File: src/rtl/ring_decoder_monitor.sv
// rtl/ring_decoder_monitor.sv - one-hot ring code decoder with lock tracking and error counting
module ring_decoder_monitor #(
    parameter int WIDTH      = 4,
    parameter int LOCK_COUNT = 4,
    parameter int ERR_CNT_W  = 8
) (
    input  logic                       clk,
    input  logic                       rst,
    input  logic                       en,
    input  logic [WIDTH-1:0]           ring_in,
    input  logic                       err_clr,
    output logic [$clog2(WIDTH)-1:0]   idx,
    output logic                       idx_valid,
    output logic                       locked,
    output logic                       seq_err,
    output logic                       onehot_err,
    output logic                       wrap_pulse,
    output logic [ERR_CNT_W-1:0]       err_count
);
    localparam int IDX_W = $clog2(WIDTH);
    localparam int GC_W  = $clog2(LOCK_COUNT + 1);

    localparam logic [1:0] ST_HUNT   = 2'd0;
    localparam logic [1:0] ST_ACQ    = 2'd1;
    localparam logic [1:0] ST_LOCKED = 2'd2;

    logic [1:0]           state_q, state_d;
    logic [WIDTH-1:0]     prev_q, prev_d;
    logic [GC_W-1:0]      good_cnt_q, good_cnt_d;
    logic [IDX_W-1:0]     idx_q, idx_d;
    logic                 idx_valid_q, idx_valid_d;
    logic                 locked_q, locked_d;
    logic                 seq_err_q, seq_err_d;
    logic                 onehot_err_q, onehot_err_d;
    logic                 wrap_q, wrap_d;
    logic [ERR_CNT_W-1:0] err_cnt_q, err_cnt_d;

    logic                 oh_ok;
    logic                 in_seq;
    logic                 err_event;
    logic [IDX_W-1:0]     hit_idx;
    logic [WIDTH-1:0]     exp_code;

    // Clearing the lowest set bit leaves zero only for a one-hot code.
    assign oh_ok    = (ring_in != '0) && ((ring_in & (ring_in - WIDTH'(1))) == '0);
    assign exp_code = {prev_q[WIDTH-2:0], prev_q[WIDTH-1]};
    assign in_seq   = (ring_in == exp_code);

    always_comb begin
        hit_idx = '0;
        for (int i = 0; i < WIDTH; i++) begin
            if (ring_in[i]) begin
                hit_idx = i[IDX_W-1:0];
            end
        end
    end

    always_comb begin
        state_d      = state_q;
        prev_d       = prev_q;
        good_cnt_d   = good_cnt_q;
        idx_d        = idx_q;
        idx_valid_d  = 1'b0;
        locked_d     = locked_q;
        seq_err_d    = 1'b0;
        onehot_err_d = 1'b0;
        wrap_d       = 1'b0;

        if (en) begin
            if (oh_ok) begin
                idx_d       = hit_idx;
                idx_valid_d = 1'b1;
            end else begin
                onehot_err_d = 1'b1;
            end

            case (state_q)
                ST_HUNT: begin
                    if (oh_ok) begin
                        prev_d     = ring_in;
                        good_cnt_d = GC_W'(1);
                        state_d    = ST_ACQ;
                    end
                end
                ST_ACQ: begin
                    if (in_seq) begin
                        prev_d = ring_in;
                        if (good_cnt_q == GC_W'(LOCK_COUNT - 1)) begin
                            good_cnt_d = GC_W'(LOCK_COUNT);
                            state_d    = ST_LOCKED;
                            locked_d   = 1'b1;
                        end else begin
                            good_cnt_d = good_cnt_q + 1'b1;
                        end
                    end else if (oh_ok) begin
                        prev_d     = ring_in;
                        good_cnt_d = GC_W'(1);
                    end else begin
                        good_cnt_d = '0;
                        state_d    = ST_HUNT;
                    end
                end
                ST_LOCKED: begin
                    if (in_seq) begin
                        prev_d = ring_in;
                        wrap_d = prev_q[WIDTH-1] && ring_in[0];
                    end else if (oh_ok) begin
                        seq_err_d  = 1'b1;
                        locked_d   = 1'b0;
                        prev_d     = ring_in;
                        good_cnt_d = GC_W'(1);
                        state_d    = ST_ACQ;
                    end else begin
                        locked_d   = 1'b0;
                        good_cnt_d = '0;
                        state_d    = ST_HUNT;
                    end
                end
                default: begin
                    locked_d   = 1'b0;
                    good_cnt_d = '0;
                    state_d    = ST_HUNT;
                end
            endcase
        end
    end

    // A clear coinciding with an error leaves that error counted.
    assign err_event = seq_err_d | onehot_err_d;

    always_comb begin
        err_cnt_d = err_cnt_q;
        if (err_clr) begin
            err_cnt_d = err_event ? ERR_CNT_W'(1) : '0;
        end else if (err_event && (err_cnt_q != '1)) begin
            err_cnt_d = err_cnt_q + 1'b1;
        end
    end

    always_ff @(posedge clk) begin
        if (rst) begin
            state_q      <= ST_HUNT;
            prev_q       <= '0;
            good_cnt_q   <= '0;
            idx_q        <= '0;
            idx_valid_q  <= 1'b0;
            locked_q     <= 1'b0;
            seq_err_q    <= 1'b0;
            onehot_err_q <= 1'b0;
            wrap_q       <= 1'b0;
            err_cnt_q    <= '0;
        end else begin
            state_q      <= state_d;
            prev_q       <= prev_d;
            good_cnt_q   <= good_cnt_d;
            idx_q        <= idx_d;
            idx_valid_q  <= idx_valid_d;
            locked_q     <= locked_d;
            seq_err_q    <= seq_err_d;
            onehot_err_q <= onehot_err_d;
            wrap_q       <= wrap_d;
            err_cnt_q    <= err_cnt_d;
        end
    end

    assign idx        = idx_q;
    assign idx_valid  = idx_valid_q;
    assign locked     = locked_q;
    assign seq_err    = seq_err_q;
    assign onehot_err = onehot_err_q;
    assign wrap_pulse = wrap_q;
    assign err_count  = err_cnt_q;
endmodule

File: config.mk
export PLATFORM = sky130hd
export DESIGN_NAME = ring_decoder_monitor
export DESIGN_NICKNAME = d
export VERILOG_FILES = /design/src/rtl/ring_decoder_monitor.sv
export SDC_FILE = /design/constraint.sdc
export NUM_CORES = 1
export LEC_CHECK = 0
export ABC_AREA = 1
export CORE_UTILIZATION = 40
export DETAILED_ROUTE_END_ITERATION = 10
export PLACE_DENSITY = 0.63
export REMOVE_ABC_BUFFERS = 1
export SLEW_MARGIN = 30
export SYNTH_ARGS = -nofsm -noshare
export SYNTH_HDL_FRONTEND = slang
export SYNTH_SLANG_ARGS = --single-unit
File: constraint.sdc
create_clock -name clk -period 1.3 [get_ports clk]
set_input_delay 0.13 -clock clk [delete_from_list [all_inputs] [get_ports clk]]
set_output_delay 0.13 -clock clk [all_outputs]
set_load 0.005 [all_outputs]
After elaboration in Yosys (flattened, before gate mapping)
Index checks and enable logic that the tools add are counted.
{"block": "classes", "div": 0, "mul": 0, "n_mux": 32, "magnitude_cmp": 0, "eq_ne": 11, "reduce_logical": 16, "n_addsub": 3, "n_shift": 0, "bitwise_logic": 6}
{"cell": "8-bit two-way mux", "count": 2}
{"cell": "2-bit two-way mux", "count": 7}
{"cell": "1-bit two-way mux", "count": 13}
{"cell": "3-bit two-way mux", "count": 4}
{"cell": "5-bit AND reduction", "count": 2}
{"cell": "3-bit case mux with 3 select lines", "count": 1}
{"cell": "8-bit by 1-bit adder with 8-bit output (second input constant)", "count": 1}
{"cell": "4-bit two-way mux", "count": 2}
{"cell": "2-bit inequality test (second input constant)", "count": 4}
{"cell": "8-bit inequality test (second input constant)", "count": 1}
{"cell": "4-bit case mux with 2 select lines", "count": 1}
{"cell": "3-bit inequality test (second input constant)", "count": 2}
{"cell": "2-bit case mux with 3 select lines", "count": 1}
{"cell": "4-bit bitwise AND", "count": 1}
{"cell": "4-bit equality test", "count": 1}
{"cell": "4-bit logical NOT", "count": 1}
{"cell": "1-bit inverter", "count": 4}
{"cell": "2-bit AND reduction", "count": 2}
{"cell": "2-bit nonzero test", "count": 2}
{"cell": "4-bit nonzero test", "count": 1}
{"cell": "2-bit OR reduction", "count": 2}
{"cell": "4-bit OR reduction", "count": 1}
{"cell": "4-bit by 1-bit subtractor with 4-bit output (second input constant)", "count": 1}
{"cell": "3-bit by 1-bit adder with 3-bit output (second input constant)", "count": 1}
{"cell": "8 further kinds", "count": 10}
{"block": "totals", "out_inout_bits": 15, "mem_bits_rw": 0, "input_bits": 8, "mem_count": 0, "latch_bits": 0, "register_bits": 24, "romBits": 0}

Longest topological paths before layout
Gate-level depths: netlist of the first run.
{"block": "logic_depth", "word_depth": 12, "depth_mapped": 12}

Worst setup path before layout of the first run
OpenSTA, ideal clock, no wires.
{"block": "synth_path", "path_type": "register -> register", "startpoint": "register prev_q[3]", "endpoint": "register prev_q[1]", "path_stages_with_launch": 12, "period_less_slack_ps": 1421, "t_arrival_ps": 1302, "n_path_buf": 0, "slack_ps": -121, "t_required_ps": 1181, "path_cell_list": "dfxtp_1 ha_1 inv_1 nand2_2 nor2_4 nand2_4 inv_2 nand2_1 nand2_1 nand2_2 o21ai_0 a21oi_1"}
{"block": "synth_between", "elab_chain_len": 3}
{"item": "start, declared", "line_no": "28", "rtl": "logic [WIDTH-1:0] prev_q, prev_d;"}
{"item": "start signal, assigned", "line_no": "154", "rtl": "prev_q <= prev_d;"}
{"item": "4-bit equality test", "line_no": "47", "rtl": "assign in_seq = (ring_in == exp_code);"}
{"item": "4-bit two-way mux", "line_no": "86", "rtl": "if (in_seq) begin"}
{"item": "4-bit case mux with 2 select lines", "line_no": "77", "rtl": "case (state_q)"}
No other way between the ends.
A chain may end at the register's enable or synchronous reset.

Final worst setup path of the first run
{"block": "layout_path", "startpoint": "register prev_q[3]", "endpoint": "register err_cnt_q[4] (netlist: err_count[4])"}
{"block": "layout_between", "elab_chain_len": 7}
{"item": "4-bit equality test", "line_no": "47"}
{"item": "1-bit two-way mux", "line_no": "104", "rtl": "if (in_seq) begin"}
{"item": "1-bit two-way mux", "line_no": "77"}
{"item": "1-bit two-way mux", "line_no": "69", "rtl": "if (en) begin"}
{"item": "1-bit bitwise OR", "line_no": "129", "rtl": "assign err_event = seq_err_d | onehot_err_d;"}
{"item": "1-bit logical AND", "line_no": "135", "rtl": "end else if (err_event && (err_cnt_q != '1)) begin"}
{"item": "2-bit nonzero test (no line)"}
{"item": "end signal, assigned", "line_no": "162", "rtl": "err_cnt_q <= err_cnt_d;"}
{"item": "end, declared", "line_no": "36", "rtl": "logic [ERR_CNT_W-1:0] err_cnt_q, err_cnt_d;"}
No other way between the ends.

==> results.py, run 1 <==
metrics = {
    "drt": {
        "routed_via_density": 4.82,
        "drtIter0Drc": 63,
        "drc": 0,
        "vias": 1528,
        "ant_nets": 0,
        "dr.pass1.iters": 4,
        "drt_wl_total_mm": 3.81,
        "drt-wirelength-per-cell_um": 12.0,
    },
    "worst_setup_path": {
        "timing.rr.start": "prev_q[3]$_SDFFE_PP0P_",
        "crit_arrival_ps": 1760,
        "worst-path-max-fanout": 6,
        "cp-startpoint": "prev_q[3]$_SDFFE_PP0P_",
        "ff2ff_setup_slack_ps": -190,
        "critPathRequiredTime_ps": 1570,
        "worstSetupPathType": "flop to flop",
        "critPathCaptureType": "flop",
        "start_kind": "flop",
    },
    "floorplanning": {
        "dieArea_mm2": 0.00380,
        "start_util_pct": 42.3,
        "die_y_um": 61.6,
        "num_rows": 21,
        "chipWidth_um": 61.6,
        "ios": 23,
        "core_mm2": 0.00336,
    },
    "layout": {
        "layout-drive-gt1-share_pct": 39.9,
        "antenna_cells": 0,
        "n_fill_cell": 318,
        "areaGrowthSynthToFinish_pct": 58.3,
        "postLayoutCoreUtil_pct": 66.9,
        "nNetsFinal": 289,
    },
    "global_routing": {
        "globalRouteOverflowTotal": 0,
        "grt_util_met2_pct": 38.6,
        "antenna_found_initial": 0,
        "grt_max_degree": 13,
        "met3_usage_pct": 3.36,
        "track_usage_pct": 20.6,
        "grt_pass1_wl_mm": 5.78,
        "grt_pass1_vias": 1416,
        "use_met1_pct": 23.2,
        "grt.busiest_layer": "met2",
    },
    "placement": {
        "io_buffers": 22,
        "hpwlAfterDp_mm": 2.54,
        "gp_congestion": 0.828,
    },
    "worst_hold_path": {
        "min_from": "ring_in[2]",
        "hold_path.class": "primary input to flop",
    },
    "run": {
        "drv_cap": 0,
    },
    "timing": {
        "max_freq_ghz": 0.669,
        "setup_viol": 19,
        "worst_slew_pin_slew_ps": 334,
        "post-route-period-util_pct": 115,
        "min_period_ps": 1490,
        "hold_violations": 0,
        "fin_ws_ps": -195,
        "skew_ps": 10.8,
        "rsz0062_at_grt": "yes",
        "slew_viol_final": 0,
        "slew_headroom_pct": 77.7,
    },
    "logic_synthesis": {
        "synth_warnings": 0,
        "syn-instance-count": 205,
        "synth.most_common_cell": "nand2_1",
        "ys_ff_latch": 24,
        "synthTopCellsByArea": "dfxtp_1 34%, nand2_1 12%, nor2_1 7.7%",
        "yosys-top-cells-count": "45 x nand2_1, 29 x nor2_1, 25 x inv_1",
        "syn_area_per_cell_um2": 6.93,
        "yosys.area.top_type_share_pct": 33.8,
        "seq_area_frac_synth_pct": 33.8,
        "synth_area_leader_cell": "dfxtp_1",
        "synth_area_mm2": 0.00142,
        "synthFlopType": "dfxtp_1",
        "ys_async_sr_fraction_pct": 0,
        "ys_types": 24,
        "synth-edff-count": 0,
    },
    "clock_network": {
        "numClockSinks": 24,
        "cts_root_buffer": "clkbuf_4",
        "cts.clk_slew.worst_paths_ps": 130,
        "clock_latency_ps": 330,
        "clockBufferDepth": 2,
        "cts_tree": "yes",
        "htree_levels": 1,
        "cts_buffers": 3,
    },
    "power": {
        "vdd_drop_max_v": 0.000425,
        "power_mw": 1.70,
        "power.density_mw_per_mm2": 756,
        "static-leakage-power_nw": 1.18,
    },
    "run_status": {
        "status": "finished, violations left",
        "violations": "setup timing",
    },
}
timing repair:
action / 4_1_cts / 5_1_grt
hold buffers: 0 / 0
pin swaps: 15 / 12
gates resized for setup: 35 / 42
buffers inserted: 7 / 3
gates cloned: 1 / 0
setup endpoints to repair: 31 / 29
worst paths after layout:
| path | endpoint | cells after the start |
|---|---|---|
| min | prev_q[2]$_SDFFE_PP0P_ | 3 |
| max reg2reg | err_count[4]$_SDFFE_PP0P_ | 11 |
| max | err_count[4]$_SDFFE_PP0P_ | 11 |
| min reg2reg | locked$_SDFFE_PP0P_ | 2 |
where the power goes:
part,switching [mW],leakage [nW],total (mW),internal (mW)
Combinational,0.309,0.967,0.554,0.246
Sequential,0.0213,0.201,0.792,0.771
Clock,0.245,0.0138,0.354,0.109
Total,0.575,1.18,1.70,1.13
cells by family (layout without fill, tap and decap cells):
| family | count (synthesis) | count (layout) | synth area share (%) |
|---|---|---|---|
| AOI/OAI and AO/OA | 25 | 25 | 8.80 |
| and+or+nand+nor | 113 | 114 | 40.0 |
| adders and majority gates | 8 | 8 | 7.04 |
| DFF | 24 | 24 | 33.8 |
| xor gates and xnor gates | 3 | 3 | 1.85 |
| buffers and inverters | 32 | 97 | 8.54 |
registers in the layout, indices dropped and copies added (netlist names):
name,cells
onehot_err,1
good_cnt_q,3
locked,1
idx_valid,1
wrap_pulse,1
prev_q,4
seq_err,1
err_count,8
idx,2
state_q,2
area by class of cell:
class | count | area [µm²] | share of cell area (%)
inverter | 30 | 118 | 5.23
timing repair buffer | 64 | 564 | 25.1
multi-input combinational | 150 | 992 | 44.1
tap | 46 | 57.6 | 2.56
sequential | 24 | 495 | 22.0
clock buffer | 3 | 22.5 | 1.00
routing by layer:
layer / wire length, µm / part of all wire, %
met3: 156 / 4.1
met1: 1570 / 41
met4: 99 / 2.6
met5: 0 / 0
met2: 1980 / 52
metrics by stage:
step / hold WS (ps) / setup TNS [ps] / setup WS, ps / instances / area [µm²]
floorplan: 199 / -1170 / -121 / 203 / 1410
global placement: 447 / -9850 / -525 / 306 / 1950
detailed placement: 450 / -9980 / -540 / 306 / 1950
CTS: 347 / -2810 / -193 / 317 / 2100
global route: 189 / -4710 / -312 / 317 / 2250
finish: 177 / -2630 / -195 / 317 / 2250
worst max-delay path, stage by stage, from the launching register on:
cell and delay (ps):
dfxtp_2 360, ha_4 260, inv_2 30, nand2_2 60, nor2_4 40, nand2_4 110, nand2_4 90, nand2_8 90
nand3_4 120, nand2_4 100, nand2_2 50, a21oi_2 120
cell usage in the layout (no fill, tap or decap), types with 2 or more instances in the layout:
| master | count |
|---|---|
| nor2_1 | 27 |
| buf_4 | 39 |
| inv_1 | 24 |
| clkdlybuf4s50_1 | 3 |
| nand2_1 | 38 |
| dlymetal6s2s_1 | 11 |
| dfxtp_1 | 12 |
| o21ai_0 | 3 |
| nand4_1 | 5 |
| o21ai_2 | 5 |
| a21oi_1 | 11 |
| o21ai_1 | 2 |
| clkbuf_4 | 3 |
| inv_2 | 4 |
| nor2_4 | 9 |
| nand2_4 | 5 |
| nor3_2 | 2 |
| nand3_4 | 3 |
| dlygate4sd2_1 | 8 |
| inv_4 | 2 |
| dfxtp_2 | 12 |
| nand2_2 | 11 |
| buf_6 | 3 |
| a21oi_2 | 4 |
| nand3_1 | 6 |
| nand3b_1 | 2 |
| nand3_2 | 3 |
| ha_1 | 7 |
| xor2_1 | 2 |
Power figures use the tool's default switching activity.
==> run 2, diff against run 1 <==
RECOVER_POWER = 25   (was unset)
==> run 2 against run 1 <==
Net effect:
- non-clock buffer count is the same
- final cell count is the same
- clock power is essentially flat
- the flow still finishes with violations (setup timing)
- first-iteration DRC count grew 14%
- worst hold slack is the same
- clock-buffer cell count is the same
==> results.py, run 2 (synthesized netlist as in run 1, its figures left out) <==
metrics = {
    "timing": {
        "min_period_ps": 1490,
        "skew_ps": 10.8,
        "slew_viol_final": 0,
        "post-route-period-util_pct": 115,
        "rsz0062_at_grt": "yes",
        "hold_violations": 0,
        "setup_viol": 19,
        "fin_ws_ps": -195,
        "max_freq_ghz": 0.669,
        "slew_headroom_pct": 77.7,
        "worst_slew_pin_slew_ps": 334,
    },
    "drt": {
        "routed_via_density": 4.82,
        "drc": 0,
        "dr.pass1.iters": 4,
        "drtIter0Drc": 72,
        "vias": 1528,
        "drt-wirelength-per-cell_um": 12.0,
        "drt_wl_total_mm": 3.81,
        "ant_nets": 0,
    },
    "clock_network": {
        "cts_buffers": 3,
        "clock_latency_ps": 330,
        "cts_tree": "yes",
        "cts_root_buffer": "clkbuf_4",
        "clockBufferDepth": 2,
        "numClockSinks": 24,
        "cts.clk_slew.worst_paths_ps": 130,
        "hold_buffers": 0,
        "htree_levels": 1,
    },
    "floorplanning": {
        "ios": 23,
        "core_mm2": 0.00336,
        "start_util_pct": 42.3,
        "dieArea_mm2": 0.00380,
        "num_rows": 21,
        "die_y_um": 61.6,
        "chipWidth_um": 61.6,
    },
    "placement": {
        "dpl_cell_area_mm2": 0.00195,
        "gp_congestion": 0.828,
        "io_buffers": 22,
        "hpwlAfterDp_mm": 2.54,
    },
    "layout": {
        "largest_register_ffs": 8,
        "layout_common_cells": "39 x buf_4, 38 x nand2_1, 27 x nor2_1",
        "final_common_cell": "buf_4",
        "postLayoutCoreUtil_pct": 66.7,
        "areaGrowthSynthToFinish_pct": 57.7,
        "nNetsFinal": 289,
        "antenna_cells": 0,
        "layout-drive-gt1-share_pct": 39.9,
        "n_fill_cell": 319,
        "stdcell_area_mm2": 0.00224,
    },
    "global_routing": {
        "grt_pass1_vias": 1416,
        "grt_max_degree": 13,
        "grt_pass1_wl_mm": 5.78,
        "antenna_found_initial": 0,
        "globalRouteOverflowTotal": 0,
        "track_usage_pct": 20.6,
    },
    "power": {
        "switching_power_mw": 0.575,
        "static-leakage-power_nw": 1.13,
        "power.density_mw_per_mm2": 759,
        "vdd_drop_max_v": 0.000425,
        "power_frac_clock_pct": 20.8,
        "netSwitchingFraction_pct": 33.8,
        "p_comb_share_pct": 32.6,
        "power.internal_mw": 1.13,
        "seqPwrFrac_pct": 46.6,
    },
    "worst_setup_path": {
        "crit_arrival_ps": 1760,
        "worstRegToRegCells": 11,
        "worstSetupPathType": "flop to flop",
        "start_kind": "flop",
        "worst-path-max-fanout": 6,
        "ff2ff_setup_slack_ps": -190,
        "critPathCaptureType": "flop",
        "critPathRequiredTime_ps": 1570,
    },
    "worst_hold_path": {
        "hold_path.class": "primary input to flop",
        "hold_depth": 3,
    },
    "run_status": {
        "status": "finished, violations left",
        "violations": "setup timing",
    },
    "run": {
        "drv_cap": 0,
    },
}
==> run 2: cell count changes in the layout (fill, tap and decap cells not counted) <==
cell / change
clkdlybuf4s25_1: +3
dlymetal6s2s_1: -3
==> run 2: final cells by class <==
cell class                 count  area, µm²  share of cell area [%]
timing repair buffer          64        557                    24.8
multi-input combinational    150        992                    44.3
inverter                      30        118                    5.25
tap                           46       57.6                    2.57
sequential                    24        495                    22.1
clock buffer                   3       22.5                    1.00
==> run 2: critical path: stages (launching register included) <==
cell and delay (ps):
dfxtp_2 360, ha_4 260, inv_2 30, nand2_2 60, nor2_4 40, nand2_4 110
nand2_4 90, nand2_8 90, nand3_4 120, nand2_4 100, nand2_2 50, a21oi_2 120
==> run 2: repair_timing <==
item	in CTS	in global routing
resized for setup	35	42
endpoints found under the hold margin	0	0
pin swaps	15	12
setup endpoints to repair	31	29
cloned	1	0
buffers inserted	7	3
==> run 2: path summary, 6_finish.rpt <==
path | startpoint | endpoint
worst min-delay path | ring_in[2] | prev_q[2]$_SDFFE_PP0P_
worst max register to register | prev_q[3]$_SDFFE_PP0P_ | err_count[4]$_SDFFE_PP0P_
worst max-delay path | prev_q[3]$_SDFFE_PP0P_ | err_count[4]$_SDFFE_PP0P_
worst min register to register | locked$_SDFFE_PP0P_ | locked$_SDFFE_PP0P_
==> run 2: metal layers <==
layer | wire length [µm] | global-route usage, % | up-vias
met3 | 149 | 3.36 | 13
met2 | 1980 | 38.6 | 37
met5 | 0 | 0 | -
li1 | - | - | 782
met4 | 99 | 7.62 | 0
met1 | 1580 | 23.2 | 696
==> run 2: power by group through the flow <==
| stage | registers (mW) | logic (mW) | clock network [mW] |
|---|---|---|---|
| 2_1_floorplan | 0.808 | 0.250 | 0 |
| 3_3_place_gp | 0.805 | 0.451 | 0 |
| 3_5_place_dp | 0.806 | 0.454 | 0 |
| 4_1_cts | 0.792 | 0.490 | 0.357 |
| 5_1_grt | 0.797 | 0.608 | 0.393 |
| 6_report | 0.793 | 0.554 | 0.354 |
==> run 2: per-stage QoR <==
stage / power, mW / TNS (ps) / hold slack (ps) / worst slack (ps) / instances
finish: 1.70 / -2630 / 177 / -195 / 317
CTS: 1.64 / -2810 / 347 / -193 / 317
detailed placement: 1.26 / -9980 / 450 / -540 / 306
global route: 1.80 / -4710 / 189 / -312 / 317
floorplan: 1.06 / -1170 / 199 / -121 / 203
global placement: 1.26 / -9850 / 447 / -525 / 306
==> run 3, diff against run 2 <==
ABC_CLOCK_PERIOD_IN_PS = 1780   (was unset)
PLACE_DENSITY = 0.61   (was 0.63)
clock period = 1.78 ns   (was 1.3 ns; I/O delays follow)
==> run 3 against run 2 <==
Net effect:
- the run now ends clean
- design area fell by 19%
- sequential power fell by 27%
- power shrank 35%
- critical path type unchanged
- critical endpoint is now prev_q[1]$_SDFFE_PP0P_
- global-route usage down 2.5 points
- final cell count down 9.5%
- core utilization shrank 13 points
- worst hold slack improved by 290 ps
==> results.py, run 3 (synthesized netlist as in run 1, its figures left out) <==
metrics = {
    "worst_setup_path": {
        "rr_endpoint": "prev_q[1]$_SDFFE_PP0P_",
        "crit_chain": "ha_1 -> inv_1 -> nand2_2 -> nor2_4 -> nand2_4 -> inv_2 -> nand2_1 -> nand2_1 -> nand2_2 -> o21ai_0 -> a21oi_1",
        "cp_top_family": "simple AND/OR/NAND/NOR gates",
        "cp_num_buf_inv": 2,
        "worstRegToRegCells": 11,
        "critPathRequiredTime_ps": 2000,
        "start_kind": "flop",
        "crit_arrival_ps": 1780,
        "timing.rr.start": "prev_q[3]$_SDFFE_PP0P_",
        "worst-path-max-fanout": 6,
        "worstSetupPathType": "flop to flop",
        "ff2ff_setup_slack_ps": 210,
        "critPathCaptureType": "flop",
        "slowest_stage": "dfxtp_1",
        "cp.depth": 11,
        "slowest_delay_ps": 340,
    },
    "layout": {
        "nNetsFinal": 259,
        "final_common_cell": "nand2_1",
        "largest_register_ffs": 8,
        "antenna_cells": 0,
        "areaGrowthSynthToFinish_pct": 27.2,
        "seq_area_um2": 480,
        "layout-drive-gt1-share_pct": 16.6,
        "multiInputGateArea_um2": 817,
        "n_fill_cell": 356,
        "layout_common_cells": "46 x nand2_1, 29 x nor2_1, 25 x inv_1",
    },
    "power": {
        "vdd_drop_max_v": 0.000355,
        "static-leakage-power_nw": 0.811,
        "power.density_mw_per_mm2": 613,
        "power_mw": 1.11,
    },
    "drt": {
        "drt_wl_total_mm": 3.04,
        "dr.pass1.iters": 4,
        "vias": 1342,
        "routed_via_density": 4.68,
        "drtIter0Drc": 53,
        "drt-wirelength-per-cell_um": 10.6,
        "ant_nets": 0,
        "drc": 0,
    },
    "clock_network": {
        "cts_setup_buffers": 0,
        "hold_buffers": 0,
        "numClockSinks": 24,
        "htree_levels": 1,
        "cts_resized": 0,
        "cts.clk_slew.worst_paths_ps": 130,
        "cts_root_buffer": "clkbuf_4",
        "cts_buffers": 3,
        "clock_latency_ps": 320,
        "clockBufferDepth": 2,
        "cts_tree": "yes",
    },
    "timing": {
        "hold_violations": 0,
        "post-route-period-util_pct": 88.0,
        "slew_viol_final": 0,
        "fin_ws_ps": 214,
        "skew_ps": 8.54,
        "worst_slew_pin_slew_ps": 288,
        "rsz0062_at_grt": "no",
        "max_freq_ghz": 0.639,
        "min_period_ps": 1570,
        "slew_headroom_pct": 80.7,
        "setup_viol": 0,
    },
    "floorplanning": {
        "num_rows": 21,
        "start_util_pct": 42.3,
        "core_mm2": 0.00336,
        "ios": 23,
        "die_y_um": 61.6,
        "chipWidth_um": 61.6,
        "dieArea_mm2": 0.00380,
    },
    "global_routing": {
        "met3_usage_pct": 3.15,
        "grt_pass1_wl_mm": 5.10,
        "grt.busiest_layer": "met2",
        "track_usage_pct": 18.1,
        "grt_pass1_vias": 1200,
        "use_met1_pct": 22.5,
        "globalRouteOverflowTotal": 0,
        "grt_util_met2_pct": 31.3,
        "antenna_found_initial": 0,
        "grt_max_degree": 13,
    },
    "worst_hold_path": {
        "min_from": "locked$_SDFFE_PP0P_",
        "hold_end": "locked$_SDFFE_PP0P_",
        "hold_depth": 2,
        "hold_path.class": "flop to flop",
    },
    "placement": {
        "post-place-ws_ps": -120,
        "hpwlAfterDp_mm": 2.40,
        "io_buffers": 22,
        "gp_congestion": 0.819,
    },
    "run_status": {
        "status": "finished, final reports clean",
    },
    "run": {
        "drv_cap": 0,
    },
}
## run 3: worst max path at each step
stage                            from                     end  slack, ps
2_1_floorplan  prev_q[3]$_SDFFE_PP0P_  prev_q[1]$_SDFFE_PP0P_        360
3_3_place_gp               ring_in[0]  prev_q[1]$_SDFFE_PP0P_        -80
3_5_place_dp               ring_in[0]  prev_q[1]$_SDFFE_PP0P_       -120
4_1_cts        prev_q[3]$_SDFFE_PP0P_  prev_q[1]$_SDFFE_PP0P_        210
5_1_grt        prev_q[3]$_SDFFE_PP0P_  prev_q[3]$_SDFFE_PP0P_         40
6_report       prev_q[3]$_SDFFE_PP0P_  prev_q[1]$_SDFFE_PP0P_        210
## run 3: layout make-up
cell class	instances	area share (%)
multi-input combinational	149	45.2
sequential	24	26.6
timing repair buffer	35	17.6
inverter	30	6.23
tap	46	3.18
clock buffer	3	1.25
## run 3: worst reg2reg max path, cell delays in order (launching register included)
cell,delay [ps]
dfxtp_1,340
ha_1,270
inv_1,60
nand2_2,60
nor2_4,130
nand2_4,90
inv_2,80
nand2_1,60
nand2_1,70
nand2_2,90
o21ai_0,170
a21oi_1,50
## run 3: per-layer routing
metal	wire length (µm)	vias to the layer above
li1	-	725
met5	0	-
met1	1480	589
met2	1430	23
met4	44	0
met3	91	5
## run 3: metrics by stage
step / util [%] / std cells / setup TNS, ps / hold slack, ps / cell area, µm²
after CTS: 53.8 / 287 / 0 / 467 / 1810
after detailed placement: 53.2 / 284 / -991 / 448 / 1790
after global routing: 53.8 / 287 / 0 / 487 / 1810
after floorplan: - / 203 / 0 / 247 / 1410
final: 53.8 / 287 / 0 / 462 / 1810
after global placement: 53.2 / 284 / -736 / 444 / 1790
## run 3: power by group
part	switching, mW	leakage [nW]	internal, mW
logic	0.163	0.602	0.123
clock network	0.161	0.0138	0.0794
registers	0.0198	0.195	0.562
